[config.mk]
export PLATFORM = sky130hd
export DESIGN_NAME = pe_array_feeder
export DESIGN_NICKNAME = d
export VERILOG_FILES = /design/src/rtl/pe_array_feeder.sv
export SDC_FILE = /design/constraint.sdc
export NUM_CORES = 1
export LEC_CHECK = 0
export ABC_AREA = 1
export ABC_CLOCK_PERIOD_IN_PS = 4900
export CAP_MARGIN = 20
export CORE_AREA = 4 4 248 250
export CTS_CLUSTER_DIAMETER = 60
export DETAILED_ROUTE_END_ITERATION = 16
export DIE_AREA = 0 0 252 254
export MAX_ROUTING_LAYER = met4
export PLACE_DENSITY = 0.56
export SLEW_MARGIN = 20
export SYNTH_ARGS = -nofsm -noshare
export SYNTH_HDL_FRONTEND = slang
export SYNTH_SLANG_ARGS = --single-unit
[constraint.sdc]
create_clock -name CLK -period 4.9 [get_ports CLK]
set_input_delay 0.735 -clock CLK [delete_from_list [all_inputs] [get_ports CLK]]
set_output_delay 0.735 -clock CLK [all_outputs]
set_load 0.01 [all_outputs]
[src/rtl/pe_array_feeder.sv]
// Drive-side sequencer for the bit-fusion PE array. It takes one dot-product job,
// streams its beats into the array, waits out the result latency and holds the result.
module pe_array_feeder #(
  parameter int ACT_W   = 128,
  parameter int WGT_W   = 128,
  parameter int BIAS_W  = 16,
  parameter int PSUM_W  = 32,
  parameter int LEN_W   = 16,
  parameter int RES_LAT = 4
) (
  input  logic              CLK,
  input  logic              RST,
  input  logic              i_Start,
  input  logic [LEN_W-1:0]  i_Len,
  input  logic [3:0]        i_Precision,
  input  logic [BIAS_W-1:0] i_Bias,
  output logic              o_Busy,
  input  logic              i_Vld,
  output logic              o_Rdy,
  input  logic [ACT_W-1:0]  i_Act_Data,
  input  logic [WGT_W-1:0]  i_Wgt_Data,
  output logic [ACT_W-1:0]  o_Act,
  output logic [WGT_W-1:0]  o_Weight,
  output logic [3:0]        o_Precision,
  output logic [BIAS_W-1:0] o_Bias,
  output logic              o_Sel_Bias,
  output logic              o_Flush,
  output logic              o_Core_Vld,
  input  logic [PSUM_W-1:0] i_Psum,
  output logic              o_Res_Vld,
  input  logic              i_Res_Rdy,
  output logic [PSUM_W-1:0] o_Res
);

  typedef enum logic [1:0] {IDLE, FEED, DRAIN, HOLD} state_t;

  localparam logic [3:0] RES_LAT_C = 4'(RES_LAT);

  state_t             state, state_nxt;
  logic [LEN_W-1:0]   rem, rem_nxt;
  logic [3:0]         drain_cnt, drain_nxt;
  logic               first, first_nxt;

  logic               busy_nxt, rdy_nxt, sel_bias_nxt, flush_nxt, core_vld_nxt, res_vld_nxt;
  logic [ACT_W-1:0]   act_nxt;
  logic [WGT_W-1:0]   weight_nxt;
  logic [3:0]         precision_nxt;
  logic [BIAS_W-1:0]  bias_nxt;
  logic [PSUM_W-1:0]  res_nxt;

  always_ff @(posedge CLK or negedge RST) begin
    if (!RST) begin
      state       <= IDLE;
      rem         <= '0;
      drain_cnt   <= '0;
      first       <= 1'b0;
      o_Busy      <= 1'b0;
      o_Rdy       <= 1'b0;
      o_Act       <= '0;
      o_Weight    <= '0;
      o_Precision <= '0;
      o_Bias      <= '0;
      o_Sel_Bias  <= 1'b0;
      o_Flush     <= 1'b0;
      o_Core_Vld  <= 1'b0;
      o_Res_Vld   <= 1'b0;
      o_Res       <= '0;
    end else begin
      state       <= state_nxt;
      rem         <= rem_nxt;
      drain_cnt   <= drain_nxt;
      first       <= first_nxt;
      o_Busy      <= busy_nxt;
      o_Rdy       <= rdy_nxt;
      o_Act       <= act_nxt;
      o_Weight    <= weight_nxt;
      o_Precision <= precision_nxt;
      o_Bias      <= bias_nxt;
      o_Sel_Bias  <= sel_bias_nxt;
      o_Flush     <= flush_nxt;
      o_Core_Vld  <= core_vld_nxt;
      o_Res_Vld   <= res_vld_nxt;
      o_Res       <= res_nxt;
    end
  end

  // Every output is registered, so this block computes the value each one takes at the next edge.
  always_comb begin
    state_nxt     = state;
    rem_nxt       = rem;
    drain_nxt     = drain_cnt;
    first_nxt     = first;
    busy_nxt      = o_Busy;
    rdy_nxt       = o_Rdy;
    act_nxt       = o_Act;
    weight_nxt    = o_Weight;
    precision_nxt = o_Precision;
    bias_nxt      = o_Bias;
    sel_bias_nxt  = o_Sel_Bias;
    flush_nxt     = 1'b0;
    core_vld_nxt  = o_Core_Vld;
    res_vld_nxt   = o_Res_Vld;
    res_nxt       = o_Res;

    case (state)
      IDLE: begin
        if (i_Start) begin
          busy_nxt = 1'b1;
          if (i_Len != '0) begin
            rem_nxt       = i_Len;
            precision_nxt = i_Precision;
            bias_nxt      = i_Bias;
            first_nxt     = 1'b1;
            rdy_nxt       = 1'b1;
            state_nxt     = FEED;
          end else begin
            // An empty job reduces to its bias; the array is never touched.
            res_nxt     = PSUM_W'(signed'(i_Bias));
            res_vld_nxt = 1'b1;
            state_nxt   = HOLD;
          end
        end
      end

      FEED: begin
        if (i_Vld && o_Rdy) begin
          act_nxt      = i_Act_Data;
          weight_nxt   = i_Wgt_Data;
          core_vld_nxt = 1'b1;
          sel_bias_nxt = first;
          first_nxt    = 1'b0;
          rem_nxt      = rem - LEN_W'(1);
          if (rem == LEN_W'(1)) begin
            rdy_nxt   = 1'b0;
            drain_nxt = RES_LAT_C;
            state_nxt = DRAIN;
          end
        end else begin
          core_vld_nxt = 1'b0;
          sel_bias_nxt = 1'b0;
        end
      end

      DRAIN: begin
        core_vld_nxt = 1'b0;
        sel_bias_nxt = 1'b0;
        drain_nxt    = drain_cnt - 4'd1;
        if (drain_cnt == 4'd1) begin
          res_nxt     = i_Psum;
          res_vld_nxt = 1'b1;
          flush_nxt   = 1'b1;
          state_nxt   = HOLD;
        end
      end

      HOLD: begin
        if (o_Res_Vld && i_Res_Rdy) begin
          res_vld_nxt = 1'b0;
          busy_nxt    = 1'b0;
          state_nxt   = IDLE;
        end
      end

      default: state_nxt = IDLE;
    endcase
  end

endmodule

---- Word-level counts from Yosys, hierarchy flattened ----
Cells that the tools add are included.
cells by class
  multiplexer cells ....................... 38
  add/subtract/negate cells ............... 2
  equal/unequal tests ..................... 12
  reduce and logical (&&, ||, !) cells .... 18
operators with widths
  kind                     count
  $mux W32                 3
  $pmux W32 S2             1
  $mux W16                 3
  $pmux W16 S2             1
  $eq A16 B1 Y1 const B    1
  $reduce_bool A16 Y1      1
  $sub A16 B1 Y16 const B  1
  $reduce_and A5 Y1        3
  $mux W1                  14
  $ne A2 B2 Y1 const B     7
  $mux W2                  6
  $pmux W1 S2              5
  $reduce_and A3 Y1        3
  $mux W4                  2
  $pmux W2 S4              1
  $pmux W4 S2              1
  $reduce_and A4 Y1        2
  $reduce_bool A2 Y1       4
  $eq A2 B2 Y1 const B     2
  $eq A4 B1 Y1 const B     1
  $sub A4 B1 Y4 const B    1
  $pmux W1 S3              1
  $reduce_bool A3 Y1       1
  $eq A2 B1 Y1 const B     1
  other kinds (3)          4
word-level totals
  output and inout bits ................... 314
  word-level logic and storage cells ...... 85
  register bits ........................... 337
  input bits .............................. 329

---- Longest topological paths before layout ----
Gate-level depths: netlist (run 1).
  depth after elaboration ................. 4
  gate-level depth with buffers ........... 11
  depth with buffers taken out ............ 11

---- Least setup slack after synthesis (run 1) ----
No wires, ideal clock.
  kind .................................... input port to flip-flop
  from .................................... in i_Vld
  to ...................................... reg o_Act[0]
  buffers on the path ..................... 2
  slack ................................... 3202 ps
  arrival time ............................ 1573 ps
  stages on the path ...................... 6
  required time ........................... 4775 ps
  library setup time ...................... 125 ps
  cells stage by stage .................... nand2_1 -> inv_2 -> nand2_4 -> buf_6 -> buf_4 -> mux2_2
between the ends
  cells in the longest elaborated chain, start to end .. 2
ends and longest elaborated chain
  item                                RTL line  text
  start, declared                     18        input logic i_Vld,
  $logic_and A1 B1 Y1                 126       if (i_Vld && o_Rdy) begin
  $reduce_and A2 Y1 (no source line)  n/a
  end signal, assigned                75        o_Act <= act_nxt;
  end, declared                       22        output logic [ACT_W-1:0] o_Act,
Every way passes these cells.
A chain may end at the register's enable or synchronous reset.

---- Worst setup path after layout (run 1) ----
  from .................................... reg state[1]
  to ...................................... reg o_Act[110]
between the ends
  cells in the longest elaborated chain, start to end .. 2
ends and longest elaborated chain
  item                                RTL line  text
  start, declared                     39        state_t state, state_nxt;
  start signal, assigned              69        state <= state_nxt;
  $eq A2 B1 Y1                        105       case (state)
  $reduce_and A2 Y1 (no source line)  n/a
Every way passes these cells.

==> summary.txt, run 1 <==
Die
  • Placement row count: 89
  • Initial Util: 23.5%
  • Die Y: 254 um
  • Ports: 643
  • Die area: 64,000 um2
  • Total core area: 59,000 um2
  • Die width: 252 um

Logic synthesis
  • Synth Warn #: 0
  • Mapped Area: 13,900 um2
  • Sequential share of the synthesized area: 60.8%
  • Post-Syn Nets: 1,417
  • Syn avg cell area: 12.8 um2
  • Cells after Synth: 1,080
  • Synthesized flop and latch total: 337
  • Post-synthesis cell type count: 32

Detailed routing
  • Final ANT Viol Nets: 0
  • DR DRC count: 0
  • Length of the first detailed-routing pass in iterations: 4
  • Via count: 10.5k
  • DR WL/cell: 19.7 um
  • Iter 0 DRT Violations: 382
  • Routed wire length: 50.3 mm
  • Via density per instance: 4.14

Clocking
  • TritonCTS Buffers: 45
  • Post-CTS sizing: 0
  • Clk root buf: clkbuf_16
  • CTS tree: done
  • H-tree Lvls: 2
  • CTS Hold Bufs: 0
  • CTS clk-pin slew, worst paths: 60 ps
  • Clock Latency Late Sink: 550 ps
  • Post-CTS setup repair buffer count: 0
  • Clock Sinks: 337
  • Longest Clk Path Bufs: 3

GRT
  • Largest net degree at the start of global routing: 123
  • Number of global-route vias before repair: 11.3k
  • First-pass GRT wire length: 72.8 mm
  • Total GRT Usage: 15.3%
  • Initial antenna violation count: 13
  • Gr ovfl total: 0

Timing
  • Hold Slack: 166 ps
  • Final TNS setup: 0 ps
  • Worst Max-Slew Pin Slew: 930 ps
  • Final setup viols: 0
  • Fmax: 0.364 GHz
  • Fin. max-slew vios: 0
  • Final Hold Vio Count: 0
  • RSZ-0062 raised after global routing: no
  • Crit path time final: 2750 ps
  • Fin crit share: 56.1%
  • Slew headroom: 38.0%
  • Final clock skew: 11.8 ps

Power and ir drop
  • Maximum vdd drop: 0.000376 V
  • PwrDens: 675 nW/um2
  • Leak: 0.00946 uW

Job
  • Total of max-cap violations: 0

Layout
  • Share of layout cells above drive strength 1: 19.5%
  • Fin cells: 2,548
  • Post-layout nets: 2,064
  • Area grow syn2layout: 61.9%
  • Commonest cells after routing, fill and taps aside: 641 x clkdlybuf4s50_1, 337 x dfrtp_1, 233 x mux2_2, 175 x nand2_1, 52 x nor2_1
  • Most common cell after layout, fill and taps aside: clkdlybuf4s50_1

Setup path
  • Worst reg-to-reg path cell count: 6
  • R2R setup slack: 2150 ps
  • CP startpoint kind: flop
  • Crit Path Category: flop to flop
  • WP data arrival: 3190 ps
  • Critical-path maximum fanout: 71
  • Required time worst endpoint: 5340 ps
  • Critical Path End Type: flop

Placed design
  • Post-DP HPWL: 38.5 mm
  • DP Cell Count: 2,453
  • IO buf count: 642
  • Gpl congestion: 0.808

Hold path
  • Worst hold path type: input pin to async pin

Outcome
  • Outcome: complete, no violations
metrics by stage:
stage          utilization, %  total power (uW)  worst slack, ps  area [um2]
3_5_place_dp             35.5             12100             1730       20900
2_1_floorplan               -              8230             3200       13900
6_report                 38.0             15200             2150       22400
4_1_cts                  38.0             15500             2130       22400
3_3_place_gp             35.5             11900             1780       20900
5_1_grt                  38.0             16100             1990       22400
cells by family after synthesis:
| kind of cell | Yosys count | share of synthesized area, % |
|---|---|---|
| mux | 271 | 21.9 |
| flops | 337 | 60.8 |
| fa+ha+maj | 8 | 0.722 |
| xor+xnor | 1 | 0.0632 |
| simple gates | 268 | 8.01 |
| buf+inv | 90 | 4.31 |
| compound gates | 105 | 4.19 |
state kept, by name, indices dropped and copies added, names as in the netlist:
register	count
o_Precision	4
o_Res_Vld	1
o_Res	32
first	1
o_Act	128
drain_cnt	4
o_Flush	1
o_Core_Vld	1
o_Bias	16
o_Sel_Bias	1
rem	16
o_Busy	1
o_Weight	128
o_Rdy	1
state	2
layer usage:
metal  track usage (%)  wire length (um)  vias up
met5                 -                 0        -
met3              5.85              4320       77
met2              27.4             26400      379
met1              15.9             18300     5118
li1                  -                 -     4963
met4              4.15              1280        0
worst max-delay path, cell delays in order, from the launching register on:
cell and delay, ps:
dfrtp_1 400, inv_1 90, ha_1 180, buf_4 230, nand2_8 370, buf_4 800
mux2_2 420
power breakdown:
group | switching (uW) | internal (uW)
Clock | 1270 | 2000
Combinational | 3100 | 3850
Sequential | 732 | 4200
Yosys cell counts:
master    instances  area share, %
or2_2             3           0.14
nor2_2            3           0.14
mux2_1           23            1.9
inv_2             2          0.054
mux2_2          233             19
inv_6             1          0.063
nand2_4           3           0.24
o31ai_1           1          0.054
a22oi_1           1          0.054
o21ai_2           9           0.57
buf_6            26            2.1
a31oi_1           2          0.090
nor2_1           52            1.4
o21ai_1          19           0.69
a21oi_1          23           0.83
dfrtp_1         337             61
ha_1              8           0.72
nand2_1         175            4.7
nand3_2           4           0.29
nand2_2           2          0.090
mux2i_1          15            1.1
nand4_1           3           0.14
clkbuf_8          1          0.099
buf_12            1           0.14
inv_1            35           0.95
nand3_1          23           0.83
xor2_1            1          0.063
o21ai_0          49            1.8
clkbuf_1          8           0.22
buf_2            11           0.40
a21boi_4          1           0.14
buf_4             5           0.27
final cells by class:
cell class / count / area, um2
fillers: 5735 / 36600
flip-flops and latches: 337 / 8430
repair buffers: 652 / 6530
multi-input cells: 653 / 4840
clock buffers: 65 / 1290
well taps: 773 / 967
clock inverters: 16 / 190
inverters: 38 / 148
diodes: 14 / 35.0
final timing paths:
path,to,start
max in group asynchronous,o_Res[19]$_DFFE_PN0P_,RST
min in group CLK,drain_cnt[1]$_DFFE_PN0P_,drain_cnt[1]$_DFFE_PN0P_
setup / recovery,o_Act[110]$_DFFE_PN0P_,state[1]$_DFFE_PN0P_
hold reg to reg,drain_cnt[1]$_DFFE_PN0P_,drain_cnt[1]$_DFFE_PN0P_
hold / removal,o_Weight[38]$_DFFE_PN0P_,RST
setup reg to reg,o_Act[110]$_DFFE_PN0P_,state[1]$_DFFE_PN0P_
(Power assumes the default switching activity.)
==> run 2: changes to the inputs <==
--- a/config.mk
+++ b/config.mk
@@ -6,12 +6,12 @@
 export NUM_CORES = 1
 export LEC_CHECK = 0
 export ABC_AREA = 1
-export ABC_CLOCK_PERIOD_IN_PS = 4900
+export ABC_CLOCK_PERIOD_IN_PS = 2550
 export CAP_MARGIN = 20
-export CORE_AREA = 4 4 248 250
+export CORE_AREA = 4 4 250 252
 export CTS_CLUSTER_DIAMETER = 60
 export DETAILED_ROUTE_END_ITERATION = 16
-export DIE_AREA = 0 0 252 254
+export DIE_AREA = 0 0 254 256
 export MAX_ROUTING_LAYER = met4
 export PLACE_DENSITY = 0.56
 export SLEW_MARGIN = 20
==> constraint.sdc (replaced) <==
create_clock -name CLK -period 2.55 [get_ports CLK]
set_input_delay 0.3825 -clock CLK [delete_from_list [all_inputs] [get_ports CLK]]
set_output_delay 0.3825 -clock CLK [all_outputs]
set_load 0.01 [all_outputs]
==> summary.txt, run 2 (synthesized netlist as in run 1, its figures left out) <==
Outcome
  • Outcome: complete, no violations (unchanged)

Die
  • Die Y: 256 um (was 254 um)
  • Initial Util: 23.1% (was 23.5%)
  • Total core area: 60,100 um2 (was 59,000 um2)
  • Die width: 254 um (was 252 um)
  • Ports: 643 (unchanged)
  • Placement row count: 90 (was 89)
  • Die area: 65,000 um2 (was 64,000 um2)

Setup path
  • Top delay family on crit path: buffers and inverters (unchanged)
  • WP buf/inv: 1 (was 3)
  • Slowest CP cell: clkdlybuf4s50_1 (was buf_4)
  • Required time worst endpoint: 2170 ps (was 5340 ps)
  • Crit path cell chain: clkdlybuf4s50_1 (was inv_1 -> ha_1 -> buf_4 -> nand2_8 -> buf_4 -> mux2_2)
  • Critical Path End Type: output pin (was flop)
  • Critical-path maximum fanout: 2 (was 71)
  • Crit Path Category: flop to output pin (was flop to flop)
  • Worst path max stage delay: 680 ps (was 800 ps)
  • CP startpoint kind: flop (unchanged)
  • WP data arrival: 1600 ps (was 3190 ps)

Timing
  • Fmax: 0.504 GHz
  • Final Hold Vio Count: 0 (unchanged)
  • Fin. max-slew vios: 0 (unchanged)
  • Fin crit share: 77.9%
  • Final setup viols: 0 (unchanged)
  • Slew headroom: 52.6% (was 38.0%)
  • Final clock skew: 16.9 ps (was 11.8 ps)
  • Crit path time final: 1990 ps
  • Final TNS setup: 0 ps (unchanged)
  • Worst Max-Slew Pin Slew: 711 ps (was 930 ps)
  • RSZ-0062 raised after global routing: no (unchanged)

Placed design
  • IO buf count: 642 (unchanged)
  • Post-DP HPWL: 39.9 mm (was 38.5 mm)
  • Gpl congestion: 0.822 (was 0.808)

Clocking
  • Clock Latency Late Sink: 570 ps (was 550 ps)
  • H-tree Lvls: 2 (unchanged)
  • Longest Clk Path Bufs: 3 (unchanged)
  • Clk root buf: clkbuf_16 (unchanged)
  • CTS tree: done (unchanged)
  • TritonCTS Buffers: 43 (was 45)
  • Clock Sinks: 337 (unchanged)
  • CTS clk-pin slew, worst paths: 60 ps (about the same)
  • Post-CTS setup repair buffer count: 0 (unchanged)

GRT
  • Number of global-route vias before repair: 11.4k (was 11.3k)
  • Initial antenna violation count: 10 (was 13)
  • Total GRT Usage: 15.2% (was 15.3%)
  • Largest net degree at the start of global routing: 79 (was 123)
  • Gr ovfl total: 0 (unchanged)
  • First-pass GRT wire length: 73.5 mm (was 72.8 mm)

Detailed routing
  • Via density per instance: 4.18 (was 4.14)
  • DR WL/cell: 19.6 um (was 19.7 um)
  • Length of the first detailed-routing pass in iterations: 4 (unchanged)
  • Via count: 10.8k (was 10.5k)
  • Final ANT Viol Nets: 0 (unchanged)
  • DR DRC count: 0 (unchanged)
  • Routed wire length: 50.7 mm (was 50.3 mm)
  • Iter 0 DRT Violations: 460 (was 382)

Job
  • Total of max-cap violations: 0 (unchanged)

Layout
  • Share of layout cells above drive strength 1: 20.8% (was 19.5%)
  • Most common cell after layout, fill and taps aside: clkdlybuf4s50_1 (unchanged)
  • Post-layout nets: 2,090 (was 2,064)
  • Fill count: 5,876 (was 5,735)
  • Commonest cells after routing, fill and taps aside: 641 x clkdlybuf4s50_1, 337 x dfrtp_1, 233 x mux2_2, 175 x nand2_1, 52 x nor2_1 (unchanged)
  • Area grow syn2layout: 63.6% (was 61.9%)
  • Biggest regs: o_Act: 128 flops, o_Weight: 128 flops, o_Res: 32 flops (unchanged)

Power and ir drop
  • PwrDens: 1280 nW/um2 (was 675 nW/um2)
  • Leak: 0.00961 uW (was 0.00946 uW)
  • Maximum vdd drop: 0.000569 V (was 0.000376 V)
  • Pwr Total: 29,000 uW (was 15,200 uW)

Hold path
  • Worst hold path type: input pin to flop (was input pin to async pin)
[run 2: power breakdown]
group	switching [uW]	internal, uW
Sequential	1420	8080
Combinational	5970	7600
Clock	2480	3480
Total	9870	19200
[run 2: path summary, 6_finish.rpt]
| path | startpoint | end | slack (ps) | cells after the start |
|---|---|---|---|---|
| max in group asynchronous | RST | o_Act[84]$_DFFE_PN0P_ | 1340 | 3 |
| min in group asynchronous | RST | o_Act[3]$_DFFE_PN0P_ | 410 | 2 |
| worst max-delay path | o_Act[9]$_DFFE_PN0P_ | o_Act[9] | 560 | 1 |
| worst max register to register | state[1]$_DFFE_PN0P_ | o_Act[110]$_DFFE_PN0P_ | 600 | 5 |
| worst min-delay path | i_Precision[1] | o_Precision[1]$_DFFE_PN0P_ | 370 | 3 |
| worst min register to register | o_Core_Vld$_DFFE_PN0P_ | o_Core_Vld$_DFFE_PN0P_ | 490 | 2 |
[run 2: metal layers]
metal,wire (um),vias up,global-route usage [%]
li1,-,5029,-
met1,18700,5298,16.1
met2,26300,394,27.0
met3,4430,64,5.65
met4,1220,0,3.83
met5,0,-,-
[run 2: per-stage QoR]
step           area [um2]  util [%]  setup slack (ps)  hold WS [ps]  instances
3_3_place_gp        21200      35.3               326           451       2489
3_5_place_dp        21200      35.3               265           454       2489
4_1_cts             22600      37.7               474           325       2570
6_report            22700      37.7               565           375       2580
5_1_grt             22700      37.7               412           351       2579
2_1_floorplan       13900         -               966          86.9       1080
[run 2: repair_timing]
item / 4_1_cts / 5_1_grt
hold buffers: 1 / 0
hold endpoints to repair: 64 / 0
gates resized for setup: 0 / 0
[run 2: final cells by class]
cell class	instances	area, um2	share of cell area [%]
antenna	10	25.0	0.110
inverter	38	148	0.651
sequential	337	8430	37.2
timing repair buffer	680	6840	30.2
multi-input combinational	653	4840	21.4
clock buffer	58	1200	5.30
clock inverter	22	200	0.883
tap	782	978	4.32
